`src/rtl/mem_lsu_stage_if.sv`:
```
// Data-bus bundle between the MEM stage (master) and the data memory (slave).
// Latency: none, wires only.
// Backpressure: req is held by the master until gnt; the response comes later on rvalid.
interface mem_lsu_stage_if #(
    parameter int XLEN   = 64,
    parameter int ADDR_W = 64
) ();
    localparam int NBYTES = XLEN / 8;

    logic              req;
    logic              we;
    logic [ADDR_W-1:0] addr;
    logic [XLEN-1:0]   wdata;
    logic [NBYTES-1:0] wmask;
    logic              gnt;
    logic              rvalid;
    logic [XLEN-1:0]   rdata;

    modport master (output req, we, addr, wdata, wmask, input gnt, rvalid, rdata);
    modport slave  (input req, we, addr, wdata, wmask, output gnt, rvalid, rdata);
endinterface

```
`src/rtl/mem_lsu_stage.sv`:
```
// MEM pipeline stage: req/gnt/rvalid data-bus access with lane alignment, misalign trap, flush/drain.
// Latency: non-mem and misaligned ops 1 cycle; memory ops 1 cycle after the rvalid cycle (min 3).
// Backpressure: stall_o holds upstream from acceptance until the response; held inputs are ignored.
module mem_lsu_stage #(
    parameter int XLEN   = 64,
    parameter int ADDR_W = 64
) (
    input  logic              clk,
    input  logic              rst_n,
    input  logic              valid_i,
    input  logic [ADDR_W-1:0] inst_addr_i,
    input  logic              ren_i,
    input  logic              wen_i,
    input  logic [2:0]        func3_i,
    input  logic [ADDR_W-1:0] addr_i,
    input  logic [XLEN-1:0]   wdata_i,
    input  logic [XLEN-1:0]   rd_wdata_i,
    input  logic [4:0]        rd_waddr_i,
    input  logic              reg_wen_i,
    input  logic              flush_i,
    mem_lsu_stage_if.master   dbus,
    output logic              stall_o,
    output logic              valid_o,
    output logic [ADDR_W-1:0] inst_addr_o,
    output logic [XLEN-1:0]   rd_wdata_o,
    output logic [4:0]        rd_waddr_o,
    output logic              reg_wen_o,
    output logic              misalign_o
);
    localparam int NBYTES = XLEN / 8;
    localparam int OFF_W  = $clog2(NBYTES);

    typedef enum logic [1:0] {IDLE, REQ, WAIT, DRAIN} state_t;

    state_t state_q, state_d;

    // In-flight copy of the accepted memory op
    logic [ADDR_W-1:0] addr_q, pc_q;
    logic [OFF_W-1:0]  off_q;
    logic              we_q, dst_wen_q;
    logic [XLEN-1:0]   wdata_q;
    logic [NBYTES-1:0] wmask_q;
    logic [2:0]        func3_q;
    logic [4:0]        dst_q;

    // Registered result towards mem_wb
    logic              res_vld_q, res_vld_d, res_mis_q, res_mis_d, res_wen_q, res_wen_d;
    logic [ADDR_W-1:0] res_pc_q, res_pc_d;
    logic [XLEN-1:0]   res_dat_q, res_dat_d;
    logic [4:0]        res_dst_q, res_dst_d;

    logic              memop, aligned, accept;
    logic [OFF_W-1:0]  off;
    logic [NBYTES-1:0] ones, mask_in;
    logic [XLEN-1:0]   wdata_sh, rdata_sh, load_ext;

    assign memop  = valid_i & (ren_i | wen_i) & ~flush_i;
    assign off    = addr_i[OFF_W-1:0];
    assign accept = (state_q == IDLE) & memop & aligned;

    // Size legality / alignment check and store lane placement for the incoming op
    always_comb begin
        aligned = 1'b0;
        ones    = '1;
        case (func3_i)
            3'b000, 3'b100: aligned = 1'b1;
            3'b001, 3'b101: aligned = ~addr_i[0];
            3'b010:         aligned = (addr_i[1:0] == 2'b00);
            3'b110:         aligned = (XLEN == 64) && (addr_i[1:0] == 2'b00);
            3'b011:         aligned = (XLEN == 64) && (addr_i[2:0] == 3'b000);
            default:        aligned = 1'b0;
        endcase
        case (func3_i[1:0])
            2'd0:    ones = NBYTES'(1);
            2'd1:    ones = NBYTES'(3);
            2'd2:    ones = NBYTES'(15);
            default: ones = '1;
        endcase
        mask_in  = ones << off;
        wdata_sh = wdata_i << {off, 3'b000};
    end

    // Load data: move the addressed lane down to bit 0, then sign/zero extend
    always_comb begin
        rdata_sh = dbus.rdata >> {off_q, 3'b000};
        case (func3_q)
            3'b000:  load_ext = XLEN'($signed(rdata_sh[7:0]));
            3'b001:  load_ext = XLEN'($signed(rdata_sh[15:0]));
            3'b010:  load_ext = XLEN'($signed(rdata_sh[31:0]));
            3'b100:  load_ext = XLEN'(rdata_sh[7:0]);
            3'b101:  load_ext = XLEN'(rdata_sh[15:0]);
            3'b110:  load_ext = XLEN'(rdata_sh[31:0]);
            default: load_ext = rdata_sh;
        endcase
    end

    // FSM state register
    always_ff @(posedge clk or negedge rst_n) begin
        if (!rst_n) state_q <= IDLE;
        else        state_q <= state_d;
    end

    // FSM next state; a flushed op whose response is still owed goes through DRAIN
    always_comb begin
        state_d = state_q;
        case (state_q)
            IDLE:  if (accept) state_d = REQ;
            REQ:   if (dbus.gnt) state_d = flush_i ? DRAIN : WAIT;
                   else if (flush_i) state_d = IDLE;
            WAIT:  if (flush_i) state_d = dbus.rvalid ? IDLE : DRAIN;
                   else if (dbus.rvalid) state_d = IDLE;
            DRAIN: if (dbus.rvalid) state_d = IDLE;
            default: state_d = IDLE;
        endcase
    end

    // FSM outputs: bus request, stall and the next result word
    always_comb begin
        dbus.req  = (state_q == REQ);
        dbus.we   = we_q;
        dbus.addr = addr_q;
        dbus.wdata = wdata_q;
        dbus.wmask = wmask_q;
        stall_o   = accept | (state_q == REQ) | (state_q == DRAIN) |
                    ((state_q == WAIT) & ~dbus.rvalid & ~flush_i);
        res_vld_d = 1'b0;
        res_mis_d = 1'b0;
        res_wen_d = 1'b0;
        res_pc_d  = '0;
        res_dat_d = '0;
        res_dst_d = '0;
        if (state_q == IDLE && valid_i && !flush_i) begin
            if (!(ren_i | wen_i)) begin
                res_vld_d = 1'b1;
                res_pc_d  = inst_addr_i;
                res_dat_d = rd_wdata_i;
                res_dst_d = rd_waddr_i;
                res_wen_d = reg_wen_i;
            end else if (!aligned) begin
                res_vld_d = 1'b1;
                res_mis_d = 1'b1;
                res_pc_d  = inst_addr_i;
                res_dst_d = rd_waddr_i;
            end
        end else if (state_q == WAIT && dbus.rvalid && !flush_i) begin
            res_vld_d = 1'b1;
            res_pc_d  = pc_q;
            res_dst_d = dst_q;
            res_wen_d = dst_wen_q & ~we_q;
            res_dat_d = we_q ? '0 : load_ext;
        end
    end

    // Capture the accepted op; stays stable for the whole bus transaction
    always_ff @(posedge clk or negedge rst_n) begin
        if (!rst_n) begin
            addr_q <= '0; off_q <= '0; we_q <= 1'b0; wdata_q <= '0; wmask_q <= '0;
            func3_q <= '0; dst_q <= '0; dst_wen_q <= 1'b0; pc_q <= '0;
        end else if (accept) begin
            addr_q    <= {addr_i[ADDR_W-1:OFF_W], {OFF_W{1'b0}}};
            off_q     <= off;
            we_q      <= wen_i;
            wdata_q   <= wen_i ? wdata_sh : '0;
            wmask_q   <= wen_i ? mask_in : '0;
            func3_q   <= func3_i;
            dst_q     <= rd_waddr_i;
            dst_wen_q <= reg_wen_i;
            pc_q      <= inst_addr_i;
        end
    end

    // Result register: valid is a single-cycle pulse, payload holds until the next result
    always_ff @(posedge clk or negedge rst_n) begin
        if (!rst_n) begin
            res_vld_q <= 1'b0; res_mis_q <= 1'b0; res_wen_q <= 1'b0;
            res_pc_q <= '0; res_dat_q <= '0; res_dst_q <= '0;
        end else begin
            res_vld_q <= res_vld_d;
            if (res_vld_d) begin
                res_mis_q <= res_mis_d;
                res_wen_q <= res_wen_d;
                res_pc_q  <= res_pc_d;
                res_dat_q <= res_dat_d;
                res_dst_q <= res_dst_d;
            end
        end
    end

    assign valid_o     = res_vld_q;
    assign misalign_o  = res_mis_q;
    assign reg_wen_o   = res_wen_q;
    assign inst_addr_o = res_pc_q;
    assign rd_wdata_o  = res_dat_q;
    assign rd_waddr_o  = res_dst_q;
endmodule

```
`src/flat_wrapper.sv`:
```
// flat-port wrapper written by rule: the top's interface ports become plain ports
module mem_lsu_stage_flat 
#(
    parameter int XLEN   = 64,
    parameter int ADDR_W = 64
)
  (clk, rst_n, valid_i, inst_addr_i, ren_i, wen_i, func3_i, addr_i, wdata_i, rd_wdata_i, rd_waddr_i, reg_wen_i, flush_i, stall_o, valid_o, inst_addr_o, rd_wdata_o, rd_waddr_o, reg_wen_o, misalign_o, dbus_req, dbus_we, dbus_addr, dbus_wdata, dbus_wmask, dbus_gnt, dbus_rvalid, dbus_rdata);
  mem_lsu_stage_if #(.XLEN(XLEN), .ADDR_W(ADDR_W)) dbus_i ();
  input  logic clk;
  input  logic rst_n;
  input  logic valid_i;
  input  logic [ADDR_W-1:0] inst_addr_i;
  input  logic ren_i;
  input  logic wen_i;
  input  logic [2:0] func3_i;
  input  logic [ADDR_W-1:0] addr_i;
  input  logic [XLEN-1:0] wdata_i;
  input  logic [XLEN-1:0] rd_wdata_i;
  input  logic [4:0] rd_waddr_i;
  input  logic reg_wen_i;
  input  logic flush_i;
  output logic stall_o;
  output logic valid_o;
  output logic [ADDR_W-1:0] inst_addr_o;
  output logic [XLEN-1:0] rd_wdata_o;
  output logic [4:0] rd_waddr_o;
  output logic reg_wen_o;
  output logic misalign_o;
  output wire logic [$bits(dbus_i.req)-1:0] dbus_req;
  output wire logic [$bits(dbus_i.we)-1:0] dbus_we;
  output wire logic [$bits(dbus_i.addr)-1:0] dbus_addr;
  output wire logic [$bits(dbus_i.wdata)-1:0] dbus_wdata;
  output wire logic [$bits(dbus_i.wmask)-1:0] dbus_wmask;
  input wire logic [$bits(dbus_i.gnt)-1:0] dbus_gnt;
  input wire logic [$bits(dbus_i.rvalid)-1:0] dbus_rvalid;
  input wire logic [$bits(dbus_i.rdata)-1:0] dbus_rdata;
  assign dbus_req = dbus_i.req;
  assign dbus_we = dbus_i.we;
  assign dbus_addr = dbus_i.addr;
  assign dbus_wdata = dbus_i.wdata;
  assign dbus_wmask = dbus_i.wmask;
  assign dbus_i.gnt = dbus_gnt;
  assign dbus_i.rvalid = dbus_rvalid;
  assign dbus_i.rdata = dbus_rdata;
  mem_lsu_stage #(.XLEN(XLEN), .ADDR_W(ADDR_W)) u_core (.clk(clk), .rst_n(rst_n), .valid_i(valid_i), .inst_addr_i(inst_addr_i), .ren_i(ren_i), .wen_i(wen_i), .func3_i(func3_i), .addr_i(addr_i), .wdata_i(wdata_i), .rd_wdata_i(rd_wdata_i), .rd_waddr_i(rd_waddr_i), .reg_wen_i(reg_wen_i), .flush_i(flush_i), .dbus(dbus_i), .stall_o(stall_o), .valid_o(valid_o), .inst_addr_o(inst_addr_o), .rd_wdata_o(rd_wdata_o), .rd_waddr_o(rd_waddr_o), .reg_wen_o(reg_wen_o), .misalign_o(misalign_o));
endmodule
```
`config.mk`:
```
export PLATFORM = sky130hd
export DESIGN_NAME = mem_lsu_stage_flat
export DESIGN_NICKNAME = d
export VERILOG_FILES = /design/src/rtl/mem_lsu_stage_if.sv /design/src/rtl/mem_lsu_stage.sv /design/src/flat_wrapper.sv
export SDC_FILE = /design/constraint.sdc
export NUM_CORES = 1
export LEC_CHECK = 0
export ABC_AREA = 1
export CORE_UTILIZATION = 25
export DETAILED_ROUTE_END_ITERATION = 6
export PLACE_DENSITY = 0.5
export SYNTH_ARGS = -nofsm -noshare
export SYNTH_HDL_FRONTEND = slang
export SYNTH_SLANG_ARGS = --single-unit
```
`constraint.sdc`:
```
create_clock -name clk -period 2.2 [get_ports clk]
set_input_delay 0.44 -clock clk [delete_from_list [all_inputs] [get_ports clk]]
set_output_delay 0.44 -clock clk [all_outputs]
set_load 0.02 [all_outputs]
```
* After elaboration in Yosys (flattened, before gate mapping)
Cells that the tools add are included.
** Storage, ports and cells
- Register bits after elaboration :: 348
- Bits in latches :: 0
- RAM bits :: 0
- ROM bits :: 0
- Input port bits :: 337
- Output and inout port bits :: 275
- Logic and storage cells :: 101
- Memories kept :: 0
** Operators by class
- Add/sub/neg operators :: 0
- Multipliers :: 0
- Div/mod/pow operators :: 0
- Magnitude comparators :: 0
- Equal/unequal tests :: 18
- Shifts and indexed selects :: 3
- Mux-type cells :: 34
- Bitwise operators :: 15
- Reduce and logical (&&, ||, !) cells :: 15
** Operator list (number)
- 64-bit 2-to-1 mux :: 9
- 64-bit one-hot mux with 6 select lines :: 1
- 64-bit by 6-bit left shift with 64-bit output :: 1
- 64-bit by 6-bit right shift with 64-bit output :: 1
- 8-bit one-hot mux with 3 select lines :: 1
- 5-bit 2-to-1 mux :: 4
- 3-bit equality test, second input constant :: 6
- 2-bit 2-to-1 mux :: 6
- 1-bit 2-to-1 mux :: 10
- 3-bit by 2-bit equality test with 1-bit output, second input constant :: 3
- 3-bit zero test :: 3
- 8-bit 2-to-1 mux :: 1
- 2-bit one-hot mux with 4 select lines :: 1
- 8-bit by 3-bit left shift with 8-bit output :: 1
- 1-bit bitwise AND :: 7
- 2-bit equality test, second input constant :: 3
- 3-bit by 1-bit equality test with 1-bit output, second input constant :: 2
- 2-bit zero test :: 3
- 2-bit OR reduction :: 3
- 2-bit by 1-bit equality test with 1-bit output, second input constant :: 2
- 1-bit logical AND :: 4
- 1-bit inverter :: 4
- 1-bit OR :: 4
- 1-bit one-hot mux with 4 select lines :: 1
- 4 further kinds :: 4

* Depth between registers and ports, before layout
- Depth after elaboration :: 8
- Depth in mapped cells :: 12
- Mapped depth without buffers :: 10

* Worst setup path after synthesis
Ideal clock, no wire load.
- Kind :: input-to-output
- Start point :: input addr_i[1]
- End point :: output stall_o
- Data arrival time :: 1.617 ns
- Data required time :: 1.760 ns
- Path slack :: 0.143 ns
- Cell stages on the path :: 9
- Buffers on the path :: 2
- Cell sequence :: buf_4 -> inv_2 -> o21ai_1 -> nand3_1 -> nand2_1 -> inv_2 -> nand2_4 -> clkbuf_1 -> o211ai_1
** On the way
- Longest elaborated chain between the ends :: 6
- Elaborated cells on any way between the ends :: 7
- Classes of those cells :: mux (1); bitwise (4); reduce/logical (2)
** Ends and longest elaborated chain
- start: declaration :: line flat_wrapper.sv:16 : input logic [ADDR_W-1:0] addr_i;
- 3-bit zero test or 2-bit zero test (tied branches) :: line mem_lsu_stage.sv:70, mem_lsu_stage.sv:68, mem_lsu_stage.sv:69
- 1-bit one-hot mux with 4 select lines * :: line mem_lsu_stage.sv:65 : case (func3_i)
- 1-bit bitwise AND * :: line mem_lsu_stage.sv:59 : assign accept = (state_q == IDLE) & memop & aligned;
- 1-bit OR * (3 in series) :: line mem_lsu_stage.sv:124 : stall_o = accept | (state_q == REQ) | (state_q == DRAIN) |
- end: declaration :: line flat_wrapper.sv:22 : output logic stall_o;
Every way passes the cells marked *; elsewhere a longest branch is shown, timed or not.

* Worst setup path after layout
- Start point :: register u_core.state_q[0]
- End point :: output stall_o
** On the way
- Longest elaborated chain between the ends :: 6
- Elaborated cells on any way between the ends :: 11
- Classes of those cells :: eq/ne (3); bitwise (7); reduce/logical (1)
** Ends and longest elaborated chain
- start: declaration :: line mem_lsu_stage.sv:35 : state_t state_q, state_d;
- start signal: assignment :: line mem_lsu_stage.sv:100 : else state_q <= state_d;
- 2-bit zero test :: line mem_lsu_stage.sv:59
- 1-bit bitwise AND (2 in series) :: line mem_lsu_stage.sv:59
- 1-bit OR (2 in series) :: line mem_lsu_stage.sv:124
- 1-bit OR * :: line mem_lsu_stage.sv:124
Marks and branches as above.

==> run_results.csv <==
group,metric,value,unit
cts,max-clock-path-buffers,3,
critical_path,start_kind,"flop",
sta,slew_viol_final,0,
cts,clk_pin_slew_worst_paths,0.06,ns
pwr,power_density,1290,mW/mm2
critical_path,critPathRequiredTime,1.76,ns
floorplan,core,0.0700,mm2
finish,multi_input_area,0.00805,mm2
grt,grt_max_degree,107,
grt,grt_pass1_wl,118000,um
floorplan,fp.dieH,268,um
cts,cts_made_buffers,43,
critical_path,r2r_start,"u_core.off_q[0]$_DFFE_PN0P_",
sta,setup_slack,-0.0229,ns
drt,postRouteAntennaNets,0,
finish,finalInstanceArea,0.0272,mm2
drt,post-route-drc-count,0,
drt,drt_iter0_drc,1348,
critical_path,path_max_fanout,3,
sta,layout_min_cycle_time,2.22,ns
floorplan,rows,97,
finish,final_common_cell,"nand2_1",
sta,setup_viol,1,
drt,drt_first_pass_iters,5,
critical_path,critPathKind,"flop to output port",
yosys,ys.flop_type,"dfrtp_1",
sta,whs,0.339,ns
yosys,ys_types,34,
yosys,ys_warn_count,0,
grt,gr-usage-all-layers,21.5,%
cts,cts_setup_buffers,0,
sta,fmax,450,MHz
finish,drive_gt1_share,7.77,%
yosys,syn-instance-count,2435,
finish,layout_common_cells,"nand2_1 (1129), clkdlybuf4s50_1 (597), nand3_1 (377), dfrtp_1 (347), o21ai_0 (156)",
finish,area_delta_synth_final,53.6,%
finish,finalNetCount,3394,
cts,clk_latency,0.58,ns
sta,timing.final.crit_share,101,%
pwr,peakVddDrop,0.904,mV
sta,grt_setup_unrepaired,"yes",
drt,vias_per_cell,4.77,
floorplan,io_pins,612,
yosys,syn_avg_cell_area,7.27,um2
critical_path,r2r_slack,0.11,ns
drt,wirelength,79900,um
finish,fillers,7171,
critical_path,startpoint,"u_core.state_q[0]$_DFFE_PN0P_",
placement,dp_hpwl,59200,um
worst_hold_path,hp-class,"primary input to flop",
sta,finalHoldViolCount,0,
outcome,status,"complete, but fails checks",
pwr,p_leak,0.0129,uW
run,max-cap-violations,0,
floorplan,die_area,0.0719,mm2
critical_path,setup.worst_path.end,"stall_o",
placement,port_buffers,608,
yosys,synth-seq-area-share,49.2,%
drt,wire_per_inst,19.8,um
grt,antenna_found_initial,6,
critical_path,r2r-end,"u_core.rd_wdata_o[2]$_DFFE_PN0P_",
floorplan,chipWidth,268,um
placement,placed_area,0.0257,mm2
drt,dr_total_vias,19200,
yosys,ys_async_sr_fraction,100,%
outcome,failed_checks,"negative setup slack",
yosys,synth.ff_latch_count,348,
yosys,netlist_area,0.0177,mm2
critical_path,crit_arrival,1.78,ns
critical_path,endpoint_kind,"output port",
floorplan,initial_utilization,25.3,%
critical_path,reg2reg_depth,9,
sta,finClkSkew,0.0265,ns
grt,grt_pass1_vias,18800,
placement,gp_congestion,0.923,
finish,seq_area,0.00871,mm2
cts,cts_sinks,348,
yosys,synth_edf_count,0,
pwr,p_total,35000,uW
cts,cts-root-buf,"clkbuf_16",
sta,fin_tns_setup,-0.0229,ns
worst_hold_path,whs_path_depth,4,
cts,cts_tree,"done",
cts,ctsHtreeMaxLevel,2,
sta,tightest_slew,0.651,ns
grt,grt.overflow.total,0,
sta,max-slew-margin-rel,56.6,%
-- layout make-up --
cell class                 instances  share of cell area (%)
clock buffer                      58                    4.46
antenna                            2                  0.0184
inverter                          57                   0.805
tap                              940                    4.33
timing repair buffer             748                    27.7
multi-input combinational       1859                    29.6
sequential                       348                    32.0
clock inverter                    20                    1.03
-- where the power goes --
group	internal [uW]	switching, uW	total, uW	leakage (uW)
clock network	4480	3010	7490	0.000725
registers	9040	1680	10700	0.00450
logic	7120	9660	16800	0.00762
-- critical path, stage by stage, from the launching register on --
cell and delay (ns):
dfrtp_1 0.40, nor2_2 0.13, nand3_2 0.11, nor2_1 0.10
buf_4 0.15, nand2_8 0.05, o211ai_1 0.08, buf_4 0.17
-- per-stage QoR --
step / cells / util, % / worst slack, ns
finish: 4032 / 38.8 / -0.0229
global route: 4031 / 38.8 / -0.125
CTS: 4030 / 38.8 / -0.0738
detailed placement: 3951 / 36.6 / -0.611
global placement: 3951 / 36.6 / -0.646
floorplan: 2437 / - / 0.143
-- routing by layer --
metal	track usage, %	vias to the layer above	share of wire [%]
met5	0	-	0.063
met4	6.56	8	2.8
met3	5.18	115	7.6
met2	36.1	708	48
met1	27.2	9238	41
li1	-	9147	-
-- flip-flops by register name (all words and copies together) (netlist names) --
name                flops
u_core.dbus.addr       61
u_core.dbus.wdata      64
u_core.dbus.we          1
u_core.dbus.wmask       8
u_core.dst_q            5
u_core.dst_wen_q        1
u_core.func3_q          3
u_core.inst_addr_o     64
u_core.misalign_o       1
u_core.off_q            3
u_core.pc_q            64
u_core.rd_waddr_o       5
u_core.rd_wdata_o      64
u_core.reg_wen_o        1
u_core.state_q          2
u_core.valid_o          1
-- Yosys cell counts (2+ instances only) --
master    instances  share of area (%)
mux2i_1           6               0.34
nor2_1           40               0.85
inv_2             5               0.11
o21ai_0         163                4.6
or2_2             4               0.14
buf_4            11               0.47
nand2_1        1131                 24
inv_1            47                1.0
a21oi_1          67                1.9
o21bai_1          2              0.085
buf_2            54                1.5
clkbuf_1         83                1.8
nand3_1         379                 11
nor2_4            2               0.13
o22ai_1           7               0.25
dfrtp_1         348                 49
clkinv_1          4              0.085
nor3_1            2              0.057
buf_1            24               0.51
o21ai_1          11               0.31
a32oi_1           3               0.15
o211ai_1         30                1.3
-- cell families after synthesis --
logic type      after synthesis  synth area share (%)
simple gates               1561                  36.0
flops                       348                  49.2
compound gates              289                  8.87
buf+inv                     230                  5.54
mux                           6                 0.339
other cells                   1                0.0212
-- worst min-delay path by stage --
| stage | start | to | slack, ns |
|---|---|---|---|
| 2_1_floorplan | rst_n | u_core.dbus.addr[10]$_DFFE_PN0P_ | 0.14 |
| 3_3_place_gp | rst_n | u_core.valid_o$_DFF_PN0_ | 0.41 |
| 3_5_place_dp | rst_n | u_core.valid_o$_DFF_PN0_ | 0.41 |
| 4_1_cts | addr_i[3] | u_core.dbus.addr[3]$_DFFE_PN0P_ | 0.35 |
| 5_1_grt | addr_i[50] | u_core.dbus.addr[50]$_DFFE_PN0P_ | 0.39 |
| 6_report | func3_i[0] | u_core.func3_q[0]$_DFFE_PN0P_ | 0.34 |
-- timing repair --
item                                    in CTS  in global routing
endpoints found under the setup margin       4                 14
pin swaps                                    1                  2
gates resized for setup                     15                 14
hold endpoints to repair                    37                  0
cloned                                       0                  0
hold buffers                                 1                  0
No activity file was read; power rests on OpenSTA's default activity.
